File: config.mk
export PLATFORM = sky130hd
export DESIGN_NAME = ternary_exec_monitor
export DESIGN_NICKNAME = d
export VERILOG_FILES = /design/src/rtl/ternary_exec_monitor.sv
export SDC_FILE = /design/constraint.sdc
export NUM_CORES = 1
export LEC_CHECK = 0
export ABC_AREA = 1
export CAP_MARGIN = 15
export CORE_MARGIN = 2
export CORE_UTILIZATION = 51
export DETAILED_ROUTE_END_ITERATION = 8
export PLACE_DENSITY = 0.92
export SKIP_CTS_REPAIR_TIMING = 1
export SYNTH_ARGS = -nofsm -noshare
export SYNTH_HDL_FRONTEND = slang
export SYNTH_SLANG_ARGS = --single-unit
File: constraint.sdc
create_clock -name clock -period 4.6 [get_ports clock]
set_clock_uncertainty 0.05 [all_clocks]
set_input_delay 1.38 -clock clock [delete_from_list [all_inputs] [get_ports clock]]
set_output_delay 1.38 -clock clock [all_outputs]
set_load 0.01 [all_outputs]
File: src/rtl/ternary_exec_monitor.sv
// ---------------------------------------------------------------------------
// ternary_exec_monitor
//
// Debug/execution monitor that sits beside the ternary CPU.
//  * Monitor FSM: counts cycles spent running and retired PC changes,
//    declares a halt when the PC sits still in the fetch state for
//    STALL_CYCLES consecutive edges, and flags a timeout after
//    TIMEOUT_CYCLES running edges. HALTED and TIMEOUT are sticky.
//  * Converter FSM: serially turns one balanced-ternary register
//    (2 bits per trit, most-significant trit first) into a signed
//    binary integer, one trit per clock.
//
// Trit codes match the CPU's trit macros: `_1 = 2'b10 (-1),
// `_0 = 2'b00 (0), `_1_ = 2'b01 (+1); 2'b11 is not a legal trit.
// ---------------------------------------------------------------------------
module ternary_exec_monitor #(
   parameter int TRITS          = 9,
   parameter int NUM_REGS       = 8,
   parameter int IDX_W          = 3,
   parameter int STATE_W        = 3,
   parameter int FETCH_STATE    = 0,
   parameter int STALL_CYCLES   = 5,
   parameter int TIMEOUT_CYCLES = 10000,
   parameter int CNT_W          = 32,
   parameter int INT_W          = 16
) (
   input  logic                         clock,
   input  logic                         reset,
   input  logic                         enable,
   input  logic                         clear,
   input  logic [2*TRITS-1:0]           pc,
   input  logic [STATE_W-1:0]           cpu_state,
   input  logic [NUM_REGS*2*TRITS-1:0]  reg_flat,
   input  logic                         conv_req,
   input  logic [IDX_W-1:0]             conv_idx,
   output logic                         conv_busy,
   output logic                         conv_valid,
   output logic signed [INT_W-1:0]      conv_value,
   output logic                         conv_invalid,
   output logic                         halted,
   output logic                         timed_out,
   output logic [CNT_W-1:0]             cycle_count,
   output logic [CNT_W-1:0]             retired_count
);

   localparam int W       = 2 * TRITS;
   localparam int STALL_W = $clog2(STALL_CYCLES + 1);
   localparam int TC_W    = $clog2(TRITS + 1);

   // Monitor FSM encoding
   localparam logic [1:0] M_IDLE    = 2'd0;
   localparam logic [1:0] M_RUN     = 2'd1;
   localparam logic [1:0] M_HALTED  = 2'd2;
   localparam logic [1:0] M_TIMEOUT = 2'd3;

   // Converter FSM encoding
   localparam logic [1:0] C_IDLE = 2'd0;
   localparam logic [1:0] C_RUN  = 2'd1;
   localparam logic [1:0] C_DONE = 2'd2;

   // Trit codes (same values as the CPU's `_1, `_0, `_1_ macros)
   localparam logic [1:0] TRIT_NEG  = 2'b10;
   localparam logic [1:0] TRIT_ZERO = 2'b00;
   localparam logic [1:0] TRIT_POS  = 2'b01;

   localparam logic [CNT_W-1:0]         CNT_MAX     = '1;
   localparam logic [CNT_W-1:0]         TIMEOUT_HIT = CNT_W'(TIMEOUT_CYCLES);
   localparam logic [STALL_W-1:0]       STALL_HIT   = STALL_W'(STALL_CYCLES);
   localparam logic [STATE_W-1:0]       FETCH_CODE  = STATE_W'(FETCH_STATE);
   localparam logic [TC_W-1:0]          LAST_TRIT   = TC_W'(TRITS - 1);
   localparam logic signed [INT_W-1:0]  ACC_THREE   = INT_W'(3);

   // ------------------------------------------------------------------------
   // Monitor FSM
   // ------------------------------------------------------------------------
   logic [1:0]         mon_state;
   logic [W-1:0]       prev_pc;
   logic [STALL_W-1:0] stall_cnt;
   logic [STALL_W-1:0] stall_next;
   logic [CNT_W-1:0]   cycle_inc;
   logic [CNT_W-1:0]   retired_inc;
   logic               pc_same;
   logic               in_fetch;

   assign pc_same  = (pc == prev_pc);
   assign in_fetch = (cpu_state == FETCH_CODE);

   // Saturating increments: the counters stick at all-ones rather than wrap.
   assign cycle_inc   = (cycle_count   == CNT_MAX) ? cycle_count   : cycle_count   + CNT_W'(1);
   assign retired_inc = (retired_count == CNT_MAX) ? retired_count : retired_count + CNT_W'(1);

   // The stall run restarts whenever the PC moves or the CPU leaves fetch.
   // It never passes STALL_CYCLES because reaching it leaves RUN.
   assign stall_next = (pc_same && in_fetch) ? stall_cnt + STALL_W'(1) : '0;

   // Monitor state, counters and sticky flags; clear overrides everything.
   // NOTE: state registers use non-blocking (<=) so every flop samples the
   // pre-edge values, no matter the statement order inside the block.
   always_ff @(posedge clock or negedge reset) begin
      if (!reset) begin
         mon_state     <= M_IDLE;
         prev_pc       <= '0;
         stall_cnt     <= '0;
         cycle_count   <= '0;
         retired_count <= '0;
         halted        <= 1'b0;
         timed_out     <= 1'b0;
      end else if (clear) begin
         mon_state     <= M_IDLE;
         prev_pc       <= '0;
         stall_cnt     <= '0;
         cycle_count   <= '0;
         retired_count <= '0;
         halted        <= 1'b0;
         timed_out     <= 1'b0;
      end else begin
         case (mon_state)
            M_IDLE: begin
               if (enable) begin
                  mon_state     <= M_RUN;
                  prev_pc       <= pc;
                  stall_cnt     <= '0;
                  cycle_count   <= '0;
                  retired_count <= '0;
               end
            end
            M_RUN: begin
               if (!enable) begin
                  // Pausing keeps the counters readable; nothing is counted.
                  mon_state <= M_IDLE;
               end else begin
                  cycle_count <= cycle_inc;
                  stall_cnt   <= stall_next;
                  prev_pc     <= pc;
                  if (!pc_same) begin
                     retired_count <= retired_inc;
                  end
                  // A halt on the same edge as the timeout takes precedence.
                  if (stall_next == STALL_HIT) begin
                     mon_state <= M_HALTED;
                     halted    <= 1'b1;
                  end else if (cycle_inc == TIMEOUT_HIT) begin
                     mon_state <= M_TIMEOUT;
                     timed_out <= 1'b1;
                  end
               end
            end
            default: begin
               // HALTED / TIMEOUT hold until clear or reset.
               mon_state <= mon_state;
            end
         endcase
      end
   end

   // ------------------------------------------------------------------------
   // Converter FSM
   // ------------------------------------------------------------------------
   logic [1:0]               conv_state;
   logic [W-1:0]             shreg;
   logic signed [INT_W-1:0]  acc;
   logic signed [INT_W-1:0]  acc_next;
   logic [TC_W-1:0]          trit_cnt;
   logic                     bad_idx;
   logic                     bad_code;
   logic [W-1:0]             sel_word;
   logic                     idx_ok;
   logic signed [INT_W-1:0]  trit_val;
   logic                     trit_bad;

   // Register-file mux; an index past the register file selects nothing.
   always_comb begin
      // NOTE: every output of an always_comb gets a default first so no path
      // leaves it unassigned, which would otherwise infer a latch.
      sel_word = '0;
      idx_ok   = 1'b0;
      for (int i = 0; i < NUM_REGS; i++) begin
         if (int'(conv_idx) == i) begin
            sel_word = reg_flat[i*W +: W];
            idx_ok   = 1'b1;
         end
      end
   end

   // Decode the trit currently at the top of the shift register.
   always_comb begin
      trit_val = '0;
      trit_bad = 1'b0;
      case (shreg[W-1 -: 2])
         TRIT_POS:  trit_val = INT_W'(1);
         TRIT_NEG:  trit_val = '1;
         TRIT_ZERO: trit_val = '0;
         default:   trit_bad = 1'b1;
      endcase
   end

   // Horner step: consuming MS trit first, acc*3 + t builds the value.
   assign acc_next = acc * ACC_THREE + trit_val;

   assign conv_busy  = (conv_state == C_RUN);
   assign conv_valid = (conv_state == C_DONE);

   // Converter sequencing: accept, TRITS shift edges, one-cycle result.
   // NOTE: the snapshot register and accumulator are plain flops, not a
   // memory, so they are reset with the FSM; a reset mid-conversion must
   // leave no partial result behind.
   always_ff @(posedge clock or negedge reset) begin
      if (!reset) begin
         conv_state   <= C_IDLE;
         shreg        <= '0;
         acc          <= '0;
         trit_cnt     <= '0;
         bad_idx      <= 1'b0;
         bad_code     <= 1'b0;
         conv_value   <= '0;
         conv_invalid <= 1'b0;
      end else begin
         case (conv_state)
            C_IDLE: begin
               if (conv_req) begin
                  conv_state <= C_RUN;
                  shreg      <= sel_word;
                  acc        <= '0;
                  trit_cnt   <= '0;
                  bad_idx    <= !idx_ok;
                  bad_code   <= !idx_ok;
               end
            end
            C_RUN: begin
               shreg    <= {shreg[W-3:0], 2'b00};
               trit_cnt <= trit_cnt + TC_W'(1);
               // A bad index keeps the timing but never accumulates.
               if (!bad_idx) begin
                  acc      <= acc_next;
                  bad_code <= bad_code | trit_bad;
               end
               if (trit_cnt == LAST_TRIT) begin
                  conv_state   <= C_DONE;
                  conv_value   <= bad_idx ? '0 : acc_next;
                  conv_invalid <= bad_code | (trit_bad & !bad_idx);
               end
            end
            C_DONE: begin
               // Requests seen here are dropped; the next accept is one edge later.
               conv_state <= C_IDLE;
            end
            default: begin
               conv_state <= C_IDLE;
            end
         endcase
      end
   end

endmodule

[After elaboration in Yosys (flattened, before gate mapping)]
Cells that the tools add are included.
Operators by class
  bitwise gates (word level): 3
  multiply operators: 1
  equal/unequal tests: 27
  add/sub/neg operators: 5
  muxes and demuxes: 65
  magnitude comparators: 0
  reductions and logical operators: 28
  shift-type cells: 0
  div/mod/pow operators: 0
Operators with widths (number)
  two-way mux 32 bit: 8
  two-way mux 18 bit: 12
  case mux 32 bit (2 select lines): 2
  adder 32 x 1 -> 32 bit (second input constant): 2
  == test 32 bit (second input constant): 2
  case mux 16 bit (2 select lines): 2
  two-way mux 16 bit: 3
  case mux 18 bit (2 select lines): 1
  == test 32 x 14 -> 1 bit (second input constant): 1
  two-way mux 1 bit: 20
  == test 18 bit: 1
  adder 16 bit: 1
  multiplier 16 x 3 -> 16 bit (second input constant): 1
  == test 3 bit (second input constant): 5
  two-way mux 2 bit: 7
  two-way mux 3 bit: 4
  inequality test 3 bit (second input constant): 4
  AND reduction 3 bit: 4
  nonzero test 2 bit: 6
  AND reduction 2 bit: 5
  case mux 2 bit (2 select lines): 2
  case mux 4 bit (2 select lines): 1
  == test 2 x 1 -> 1 bit (second input constant): 3
  == test 3 x 2 -> 1 bit (second input constant): 2
  other kinds (22): 30
Word-level totals
  bits in writable memories: 0
  flip-flop bits (word level): 148
  bits of input ports: 173
  bits in latches: 0
  memories kept: 0
  output and inout port bits: 85
  memory bits (read-only): 0

[Depth between registers and ports, before layout]
  depth in word-level cells: 12
  gate-level depth with buffers: 18
  gate-level depth less buffers: 17

[Worst setup path before layout]
No wires, ideal clock.
  path kind: reg2reg
  start point: reg shreg[16]
  end point: reg acc[15]
  cell stages (with the launch flop): 16
  arrival time: 3.029 ns
  buffers on the path: 0
  setup slack: 1.403 ns
  library setup time: 0.118 ns
  period minus slack after synthesis: 3.197 ns
  data required time: 4.432 ns
  path through: dfrtp_1 > inv_1 > ha_1 > inv_1 > fa_1 > inv_1 > ha_1 > nand3_1 > nand3_1 > nand2_1 > nand2_1 > a21oi_1 > o21ai_0 > or2_2 > nand3_1 > nand2_1
On the way
  longest elaborated chain between the ends: 5
  elaborated cells between the ends (all ways): 6
  classes of those cells: add/sub: 1; eq/ne: 2; mux: 3
RTL lines
  start: declaration: line 160  | logic [W-1:0] shreg;
  start signal: assignment: line 222  | shreg <= sel_word;
  start signal: assignment: line 230  | shreg <= {shreg[W-3:0], 2'b00};
  == test 2 bit / == test 2 x 1 -> 1 bit (equally long branches): line 189  | case (shreg[W-1 -: 2])
  case mux 16 bit (2 select lines) *: line 189
  adder 16 bit *: line 198  | assign acc_next = acc * ACC_THREE + trit_val;
  two-way mux 16 bit *: line 233  | if (!bad_idx) begin
  case mux 16 bit (2 select lines) *: line 218  | case (conv_state)
  end signal: assignment: line 234  | acc <= acc_next;
  end: declaration: line 161  | logic signed [INT_W-1:0] acc;
Every way passes the cells marked *; elsewhere a longest branch is shown, timed or not. The select of a mux whose other input is x is not followed.
A chain may end at the register's enable or synchronous reset.

[Worst setup path in the final report]
  start point: reg shreg[16]
  end point: reg conv_value[15]
On the way
  longest elaborated chain between the ends: 4
  elaborated cells between the ends (all ways): 5
  classes of those cells: add/sub: 1; eq/ne: 2; mux: 2
RTL lines
  == test 2 bit / == test 2 x 1 -> 1 bit (equally long branches): line 189
  case mux 16 bit (2 select lines) *: line 189
  adder 16 bit *: line 198
  two-way mux 16 bit *: line 239  | conv_value <= bad_idx ? '0 : acc_next;
  end signal: assignment: line 239
  end: declaration: line 38  | output logic signed [INT_W-1:0] conv_value,
Every way passes the cells marked *; elsewhere a longest branch is shown, timed or not.

==> results by group <==
Status
  – Status: complete, no violations

Synth
  – Syn nets: between 1500 and 2000
  – #FFs+latches synth: 148
  – Number of flops mapped to enable cells by yosys: 0
  – Synthesized area per cell: 6.90 sq um
  – Synth Cell Area: ~11000 sq um
  – Area leader, netlist: dfrtp_1
  – Share of Yosys cell area claimed by the top area cell type: 0.347
  – YS warnings: 0
  – Post-synth cell types: 48
  – Main area contributors after synthesis: dfrtp_1, nand2_1, nand3_1
  – Gate Count Post-Synth: 1548
  – Seq/Total Area, Yosys: 0.347
  – Dominant synthesized flop cell: dfrtp_1
  – Top-count cell post-synth: nand2_1
  – Post-synth ARST share: 1.00
  – Commonest cells in the netlist: nand2_1, inv_1, dfrtp_1

Power
  – P_leak: roughly 6.3 nW
  – Maximum VDD drop: roughly 440 uV
  – Switching Share: 0.443
  – Seq pwr share: 0.248
  – Pwr dens: approximately 510 nW/um^2
  – Combinational share of power: 0.551
  – Int Power: approximately 4.0 mW
  – Switch Pwr: between 3 and 4 mW
  – Clock power frac: 0.201
  – Power, Total: about 7.2 mW

Timing
  – Max-slew headroom: 0.280
  – Final setup vio count: 0
  – Highest clock rate: ~260 MHz
  – Fin Setup TNS: 0 ps
  – Tcrit/Tclk final: 0.821
  – Minimum clock period: 3780 ps
  – RSZ-0062 raised after global routing: false
  – Worst hold slack: roughly 430 ps
  – Worst-margin pin slew: about 1100 ps
  – Max Slew Vio Count: 0
  – Setup WS post-layout: ~820 ps
  – Hold Vio Cnt, Final: 0

Route
  – DRC: 0
  – Remaining antenna violation count after routing: 0
  – DR pass1 iterations: 5
  – DR iter-0 viols: approximately 1100
  – Vias per cell: around 5.6
  – Routed WL: roughly 36000 microns
  – Vias: about 12000
  – Routed WL per cell: ~17 microns

Clocking
  – Clk slew on worst S/H paths: approximately 70 ps
  – CTS Buf Count: 17
  – Clk_lat worst skew: between 400 and 500 ps
  – Clk sinks: 148
  – Clk buf depth: 2
  – Clock root cell: clkbuf_16
  – CTS tree: built
  – H-tree depth: 4

Placed design
  – DP HPWL: 27400 microns
  – Port bufs: roughly 260
  – GP Congestion: between 0.9 and 1
  – Pre-CTS setup slack: about 530 ps
  – Post-Place Cells: between 2000 and 2500
  – Placed instance area: about 13000 sq um

GRT
  – Global-route wire length before repair: 57100 microns
  – Grt total ovfl: 0
  – Initial antenna violation count: 4
  – Largest net degree at the start of global routing: 82
  – Vias in the first global route: 11411
  – Total track usage: 0.325

Floorplanning
  – Num ports: 258
  – Core area: slightly above 20000 sq um
  – Initial core utilization: 0.523
  – Die H: between 100 and 150 microns
  – Die W: 149 microns
  – DIE AREA: about 22000 sq um
  – Num rows: 52

Finish
  – Non-Filler Instances: roughly 2100
  – Share of cells above drive strength 1: 0.0411
  – Layout Cell Area excl Fill: 14100 sq um
  – Final #Nets: 2013
  – Fin util: 0.691
  – FILL cells: roughly 1800
  – Area Overhead vs Synth: 32.0%

Critical path
  – Data arrival, critical path: just over 4000 ps
  – CP max stage delay: about 660 ps
  – Worst path cell trace: inv_1 > ha_1 > inv_1 > fa_1 > inv_1 > ha_1 > nand3_1 > nand3_1 > nand2_1 > nand2_1 > a21oi_1 > o21ai_0 > or2_2 > nand3_1 > nand2_1
  – Req. time, crit path: approximately 4900 ps
  – Crit-path max FO: 12
  – Startpoint types: flop
  – Crit Path Category: reg -> reg
  – Slowest stage cell on the critical path: fa_1
  – Critical path endpoint category: flop

Job
  – Max-capacitance violation count: 0

Hold path
  – Path category of the worst min-delay check: reg -> reg
[cell usage in the layout, fill, tap and decap left out, drive strengths merged, types with 33 or more instances in the layout]
| cell | count |
|---|---|
| clkdlybuf4s50 | 256 |
| dfrtp | 148 |
| nor3 | 47 |
| nor2 | 143 |
| a21oi | 59 |
| nand4 | 33 |
| inv | 178 |
| nand3 | 132 |
| ha | 37 |
| nand2 | 479 |
| o21ai | 98 |
[kinds of logic after synthesis]
| group | after synthesis | share of synthesized area |
|---|---|---|
| AOI/OAI and AO/OA | 210 | 0.110 |
| xor gates and xnor gates | 53 | 0.0434 |
| adders and majority gates | 51 | 0.0695 |
| buffers and inverters | 229 | 0.0834 |
| DFF | 148 | 0.347 |
| and+or+nand+nor | 857 | 0.347 |
[worst paths after layout]
| check | start | to | slack (ps) | depth (start not counted) |
|---|---|---|---|---|
| worst max-delay path | shreg[16]$_DFFE_PN0P_ | conv_value[15]$_DFFE_PN0P_ | 820 | 15 |
| worst max register to register | shreg[16]$_DFFE_PN0P_ | conv_value[15]$_DFFE_PN0P_ | 820 | 15 |
| min in group asynchronous | reset | conv_value[8]$_DFFE_PN0P_ | 940 | 1 |
| max in group asynchronous | reset | retired_count[23]$_DFFE_PN0P_ | 2710 | 2 |
| worst min register to register | mon_state[0]$_DFFE_PN0P_ | mon_state[0]$_DFFE_PN0P_ | 430 | 2 |
| worst min-delay path | mon_state[0]$_DFFE_PN0P_ | mon_state[0]$_DFFE_PN0P_ | 430 | 2 |
[layer usage]
| metal | GRT usage | part of all wire | up-vias |
|---|---|---|---|
| met2 | 0.547 | 0.49 | 612 |
| met4 | 0.134 | 0.038 | 0 |
| met3 | 0.0587 | 0.080 | 94 |
| li1 | - | - | 5540 |
| met5 | 0 | 0 | - |
| met1 | 0.415 | 0.40 | 5411 |
[worst max-delay path: cells and delay by family, from the launching register on]
family,cells,cell delay [ps]
adders and majority gates,3,1310
AOI/OAI and AO/OA,2,530
and+or+nand+nor,7,840
DFF,1,390
buffers and inverters,3,550
[power groups by stage]
stage,registers (mW),logic [mW],clock network [mW]
6_report,1.79,3.98,1.45
5_1_grt,1.82,4.54,1.52
4_1_cts,1.79,3.95,1.46
3_5_place_dp,1.80,3.92,0
3_3_place_gp,1.79,3.69,0
2_1_floorplan,1.79,2.77,0
[state kept, by name, summed over array words and instances, names as in the netlist, 3 cells and up]
| register | count |
|---|---|
| retired_count | 32 |
| trit_cnt | 4 |
| cycle_count | 32 |
| stall_cnt | 3 |
| acc | 16 |
| prev_pc | 18 |
| shreg | 18 |
| conv_value | 16 |
[layout make-up]
class                      count  area, sq um  area share
clock inverter                12          154      0.0109
inverter                     183          687      0.0487
tap                          270          338      0.0239
timing repair buffer         268         2670       0.189
clock buffer                  20          447      0.0317
sequential                   148         3700       0.263
antenna                        4         10.0    0.000709
multi-input combinational   1171         6100       0.432
No activity file was read; power rests on OpenSTA's default activity.
